$ cat config.mk
export PLATFORM = sky130hd
export DESIGN_NAME = qpsk_demodulate
export DESIGN_NICKNAME = d
export VERILOG_FILES = /design/src/rtl/qpsk_pkg.sv /design/src/rtl/qpsk_correlator.sv /design/src/rtl/qpsk_demodulate.sv
export SDC_FILE = /design/constraint.sdc
export NUM_CORES = 1
export LEC_CHECK = 0
export ABC_CLOCK_PERIOD_IN_PS = 20100
export CAP_MARGIN = 20
export CORE_MARGIN = 4
export CORE_UTILIZATION = 30
export CTS_BUF_LIST = sky130_fd_sc_hd__clkbuf_16
export DETAILED_ROUTE_END_ITERATION = 10
export PLACE_DENSITY = 0.56
export SYNTH_ARGS = -nofsm -noshare
export SYNTH_HDL_FRONTEND = slang
export SYNTH_SLANG_ARGS = --single-unit
$ cat constraint.sdc
create_clock -name clk -period 20.1 [get_ports clk]
set_input_delay 2.01 -clock clk [delete_from_list [all_inputs] [get_ports clk]]
set_output_delay 2.01 -clock clk [all_outputs]
set_load 0.005 [all_outputs]
$ cat src/rtl/qpsk_pkg.sv
// Shared constants for the QPSK receive path: widths, reference tables, dibit codes, FSM states.
package qpsk_pkg;

    localparam int unsigned SPS      = 16;
    localparam int unsigned SAMPLE_W = 10;
    localparam int unsigned LUT_W    = 8;
    localparam int unsigned K_W      = $clog2(SPS);
    localparam int unsigned PROD_W   = SAMPLE_W + LUT_W;
    localparam int unsigned ACC_W    = SAMPLE_W + LUT_W + K_W;

    localparam logic [1:0] DIBIT_00 = 2'b00;
    localparam logic [1:0] DIBIT_01 = 2'b01;
    localparam logic [1:0] DIBIT_11 = 2'b11;
    localparam logic [1:0] DIBIT_10 = 2'b10;

    typedef enum logic {
        IDLE = 1'b0,
        RUN  = 1'b1
    } state_t;

    // round(127*cos(2*pi*k/16)) and round(127*sin(2*pi*k/16))
    localparam logic signed [LUT_W-1:0] COS_LUT [SPS] = '{
        8'sd127,  8'sd117,  8'sd90,   8'sd49,   8'sd0,    -8'sd49,  -8'sd90,  -8'sd117,
        -8'sd127, -8'sd117, -8'sd90,  -8'sd49,  8'sd0,    8'sd49,   8'sd90,   8'sd117
    };

    localparam logic signed [LUT_W-1:0] SIN_LUT [SPS] = '{
        8'sd0,    8'sd49,   8'sd90,   8'sd117,  8'sd127,  8'sd117,  8'sd90,   8'sd49,
        8'sd0,    -8'sd49,  -8'sd90,  -8'sd117, -8'sd127, -8'sd117, -8'sd90,  -8'sd49
    };

endpackage

$ cat src/rtl/qpsk_correlator.sv
// One correlator arm: registered sample*reference product feeding a symbol accumulator.
module qpsk_correlator
    import qpsk_pkg::*;
(
    input  logic                       clk,
    input  logic                       rst,
    input  logic                       clr,
    input  logic                       mul_en,
    input  logic                       acc_en,
    input  logic                       acc_load,
    input  logic signed [SAMPLE_W-1:0] sample,
    input  logic signed [LUT_W-1:0]    ref_val,
    output logic                       acc_neg
);

    logic signed [PROD_W-1:0] prod;
    logic signed [ACC_W-1:0]  acc;

    // acc_load starts a new symbol from the first product instead of adding to the old sum
    always_ff @(posedge clk) begin
        if (rst) begin
            prod <= '0;
            acc  <= '0;
        end else begin
            if (mul_en) begin
                prod <= PROD_W'(sample) * PROD_W'(ref_val);
            end
            if (clr) begin
                acc <= '0;
            end else if (acc_en) begin
                acc <= acc_load ? ACC_W'(prod) : acc + ACC_W'(prod);
            end
        end
    end

    assign acc_neg = acc[ACC_W-1];

endmodule

$ cat src/rtl/qpsk_demodulate.sv
// QPSK receiver: phase counter, symbol-sync FSM, two correlator arms, dibit decision and handshake.
module qpsk_demodulate
    import qpsk_pkg::*;
(
    input  logic                       clk,
    input  logic                       rst,
    input  logic signed [SAMPLE_W-1:0] sample_in,
    input  logic                       sample_valid,
    input  logic                       sym_sync,
    output logic                       Ichannel,
    output logic                       Qchannel,
    output logic                       bit_valid,
    input  logic                       bit_ready,
    output logic                       overrun,
    output logic                       locked
);

    state_t             state_q;
    state_t             state_d;
    logic [K_W-1:0]     k_q;
    logic [K_W-1:0]     idx_c;
    logic               take_c;
    logic               resync_c;
    logic               v1_q;
    logic               first1_q;
    logic               last1_q;
    logic               v2_q;
    logic signed [LUT_W-1:0] i_ref_c;
    logic signed [LUT_W-1:0] q_ref_c;
    logic               i_neg;
    logic               q_neg;

    always_ff @(posedge clk) begin
        if (rst) begin
            state_q <= IDLE;
        end else begin
            state_q <= state_d;
        end
    end

    always_comb begin
        state_d = state_q;
        case (state_q)
            IDLE:    if (sym_sync) state_d = RUN;
            RUN:     state_d = RUN;
            default: state_d = IDLE;
        endcase
    end

    // A sync away from a symbol boundary restarts the symbol; at k=0 it changes nothing
    always_comb begin
        take_c   = 1'b0;
        resync_c = 1'b0;
        idx_c    = '0;
        if (state_q == RUN) begin
            take_c   = sample_valid;
            resync_c = sym_sync && (k_q != '0);
            idx_c    = sym_sync ? '0 : k_q;
        end else begin
            take_c   = sample_valid && sym_sync;
        end
    end

    assign i_ref_c = COS_LUT[idx_c];
    assign q_ref_c = -SIN_LUT[idx_c];

    qpsk_correlator u_corr_i (
        .clk      (clk),
        .rst      (rst),
        .clr      (resync_c),
        .mul_en   (take_c),
        .acc_en   (v1_q),
        .acc_load (first1_q),
        .sample   (sample_in),
        .ref_val  (i_ref_c),
        .acc_neg  (i_neg)
    );

    qpsk_correlator u_corr_q (
        .clk      (clk),
        .rst      (rst),
        .clr      (resync_c),
        .mul_en   (take_c),
        .acc_en   (v1_q),
        .acc_load (first1_q),
        .sample   (sample_in),
        .ref_val  (q_ref_c),
        .acc_neg  (q_neg)
    );

    // Phase counter, pipeline tags, decision register and output handshake
    always_ff @(posedge clk) begin
        if (rst) begin
            k_q       <= '0;
            v1_q      <= 1'b0;
            first1_q  <= 1'b0;
            last1_q   <= 1'b0;
            v2_q      <= 1'b0;
            Ichannel  <= 1'b0;
            Qchannel  <= 1'b0;
            bit_valid <= 1'b0;
            overrun   <= 1'b0;
            locked    <= 1'b0;
        end else begin
            locked <= (state_d == RUN);

            if (take_c) begin
                k_q <= idx_c + K_W'(1);
            end else if (resync_c) begin
                k_q <= '0;
            end

            v1_q     <= take_c;
            first1_q <= (idx_c == '0);
            last1_q  <= (idx_c == K_W'(SPS - 1));
            v2_q     <= v1_q && last1_q && !resync_c;

            if (v2_q) begin
                Ichannel  <= ~i_neg;
                Qchannel  <= ~q_neg;
                bit_valid <= 1'b1;
                if (bit_valid && !bit_ready) begin
                    overrun <= 1'b1;
                end
            end else if (bit_valid && bit_ready) begin
                bit_valid <= 1'b0;
            end
        end
    end

endmodule
==> metrics.cfg <==
[status]
status=completed

[die]
coreArea_mm2=0.0408
start_util_pct=30.3
rows=74
dieWidth_um=211
die_h_um=211
dieArea_mm2=0.0446
io_pins=20

[sta]
setup_viol=0
relSlewSlack_pct=36.5
fmax_ghz=0.106
rsz0062_at_grt=false
finalCritPeriodShare_pct=47.1
final_max_slew_viol_count=0
setup_tns_ps=0
worstMarginPinSlew_ps=953
fin_skew_ps=10.5
layout_min_cycle_time_ps=9470
hold_viol_final=0

[logic_synthesis]
synthArstFlopShare_pct=0
synth_edf_count=0
synth_area_leaders=fa_1 22%, dfxtp_1 15%, ha_1 12%
ys_warn_count=0
synth_fp_nets=1779
syn_area_mm2=0.0124
synth.distinct_cells=85
ys_ff_latch=93
syn_inst=1514
ys_top_cells_by_count=216 x inv_1, 168 x nand2_1, 134 x fa_1
synth.most_common_cell=inv_1
syn_avg_cell_area_um2=8.18
yosysTopAreaCellShare_pct=21.7
synth_area_leader_cell=fa_1
synth-seq-area-share_pct=15.0
synth_flop_cell=dfxtp_1

[clock_tree]
clockRootBuffer=clkbuf_16
hold_buffers=0
cts_buffers=9
clk_latency_ps=360
clockBufferDepth=2
ctsResizeCount=0
cts.sinks=93
clk_pin_slew_worst_paths_ps=70
cts-htree-levels=3
cts_tree=done
post-cts-setup-buffer-count=0

[setup_path]
r2r_cells=26
crit_fanout=15
critPathLaunchType=input port
endpoint=u_corr_q.prod[14]
critPathRequiredTime_ps=20350
ff2ff_setup_slack_ps=12440
worstSetupEndpointType=register
worstPathArrival_ps=9720
worstReg2RegEnd=u_corr_q.prod[14]
critPathLaunch=sym_sync
reg2reg_from=locked
worstSetupPathType=input port to register

[cells_and_area]
nNetsFinal=1752
drive_gt1_share_pct=4.90
post-route-util_pct=32.6
area_delta_synth_final_pct=7.53

[detailed_routing]
dr.pass1.iters=5
vias=9976
drtAntennaViolNets=0
routed_wl_mm=28.8
viasPerCell=4.93
remaining_drc_errors=0
first_iter_violations=513
post_drt_wl_per_cell_um=14.2

[global_routing]
grt_pass1_wl_mm=49.5
first_global_vias=10100
grt.overflow.total=0
grt_max_degree=85
antenna_found_initial=2
track_usage_pct=13.3

[placement]
place.gp.congestion=0.838
dpl.hpwl_mm=21.8
io_buffers=19

[pwr]
leakagePower_nw=5.90
power_mw=1.03
powerDensity_mw_per_mm2=77.5
peakVddDrop_v=0.0000695

[worst_hold_path]
worstHoldPathType=register to register

[job]
drv_cap=0

[metal layers]
metal / share of wire, % / wire (um) / GRT usage [%]
met2: 46 / 13200 / 22.3
met4: 1.1 / 329 / 2.66
met5: 0 / 0 / 0
met3: 3.3 / 951 / 1.51
met1: 50 / 14300 / 18.7
[per-stage QoR]
| stage | cell area (um2) | hold WS (ps) | cells | setup slack (ps) |
|---|---|---|---|---|
| 2_1_floorplan | 12400 | 437 | 1514 | 11870 |
| 3_3_place_gp | 13000 | 452 | 2008 | 10470 |
| 3_5_place_dp | 13000 | 467 | 2008 | 10220 |
| 4_1_cts | 13300 | 480 | 2023 | 10580 |
| 5_1_grt | 13300 | 501 | 2023 | 9860 |
| 6_report | 13300 | 475 | 2024 | 10630 |
[flip-flops by register name, indices dropped and copies added (netlist names)]
register / count
Ichannel: 1
first1_q: 1
v2_q: 1
overrun: 1
locked: 1
u_corr_q.prod: 18
k_q: 4
v1_q: 1
u_corr_i.prod: 18
Qchannel: 1
last1_q: 1
u_corr_i.acc: 22
bit_valid: 1
u_corr_q.acc: 22
[kinds of logic after synthesis]
logic type,after synthesis,share of synthesized area [%]
AO/OA/AOI/OAI,300,15.9
XOR/XNOR,58,4.28
adder cells (fa/ha/maj),250,33.4
buffers and inverters,283,9.17
flip-flops,93,15.0
multiplexers,22,1.91
AND/OR/NAND/NOR,508,20.3
[worst max-delay path, cell delays in order]
cell             delay (ps)
clkdlybuf4s50_1         680
nand2b_1                430
nor2_1                  320
inv_1                   130
ha_1                    250
mux2i_1                 590
o21ai_0                 300
nor2_2                  190
nor4b_4                 290
a32o_1                  500
inv_1                   110
fa_1                    490
inv_1                    50
fa_1                    500
inv_1                    50
fa_1                    530
inv_1                    50
fa_1                    520
inv_1                    40
ha_1                    330
o21ai_0                 130
a21boi_0                270
o21ai_0                 200
a211oi_1                350
nor3_1                  110
xnor2_1                 140
a21o_1                  170
[power by group]
part           internal, mW  switching (mW)  total (mW)
combinational         0.271           0.346       0.616
clock                 0.110          0.0832       0.193
sequential            0.203          0.0204       0.224
total                 0.584           0.449        1.03
[final cells by class]
| cell class | count | area, um2 |
|---|---|---|
| repair buffers | 28 | 253 |
| diodes | 1 | 2.50 |
| inverters | 217 | 815 |
| fillers | 4267 | 27500 |
| multi-input cells | 1138 | 9400 |
| flip-flops and latches | 93 | 1860 |
| clock buffers | 9 | 225 |
| well taps | 532 | 666 |
| clock inverters | 6 | 93.8 |
[cell usage in the layout, fill, tap and decap left out, types with 46 or more instances in the layout]
cell,synthesis,final
o21ai_0,56,56
and2_1,84,84
a21oi_1,93,93
nor2_1,97,97
fa_1,134,134
inv_1,216,216
nand2_1,168,168
dfxtp_1,93,91
ha_1,116,116
xnor2_1,46,46
[worst min-delay path by stage]
stage,from,end,cells after the start
after floorplan,last1_q,v2_q,1
after global placement,last1_q,v2_q,1
after detailed placement,last1_q,v2_q,1
after CTS,u_corr_i.prod[6],u_corr_i.prod[6],2
after global routing,u_corr_i.prod[2],u_corr_i.prod[2],2
final,u_corr_i.prod[6],u_corr_i.prod[6],2
(Power assumes the default switching activity.)
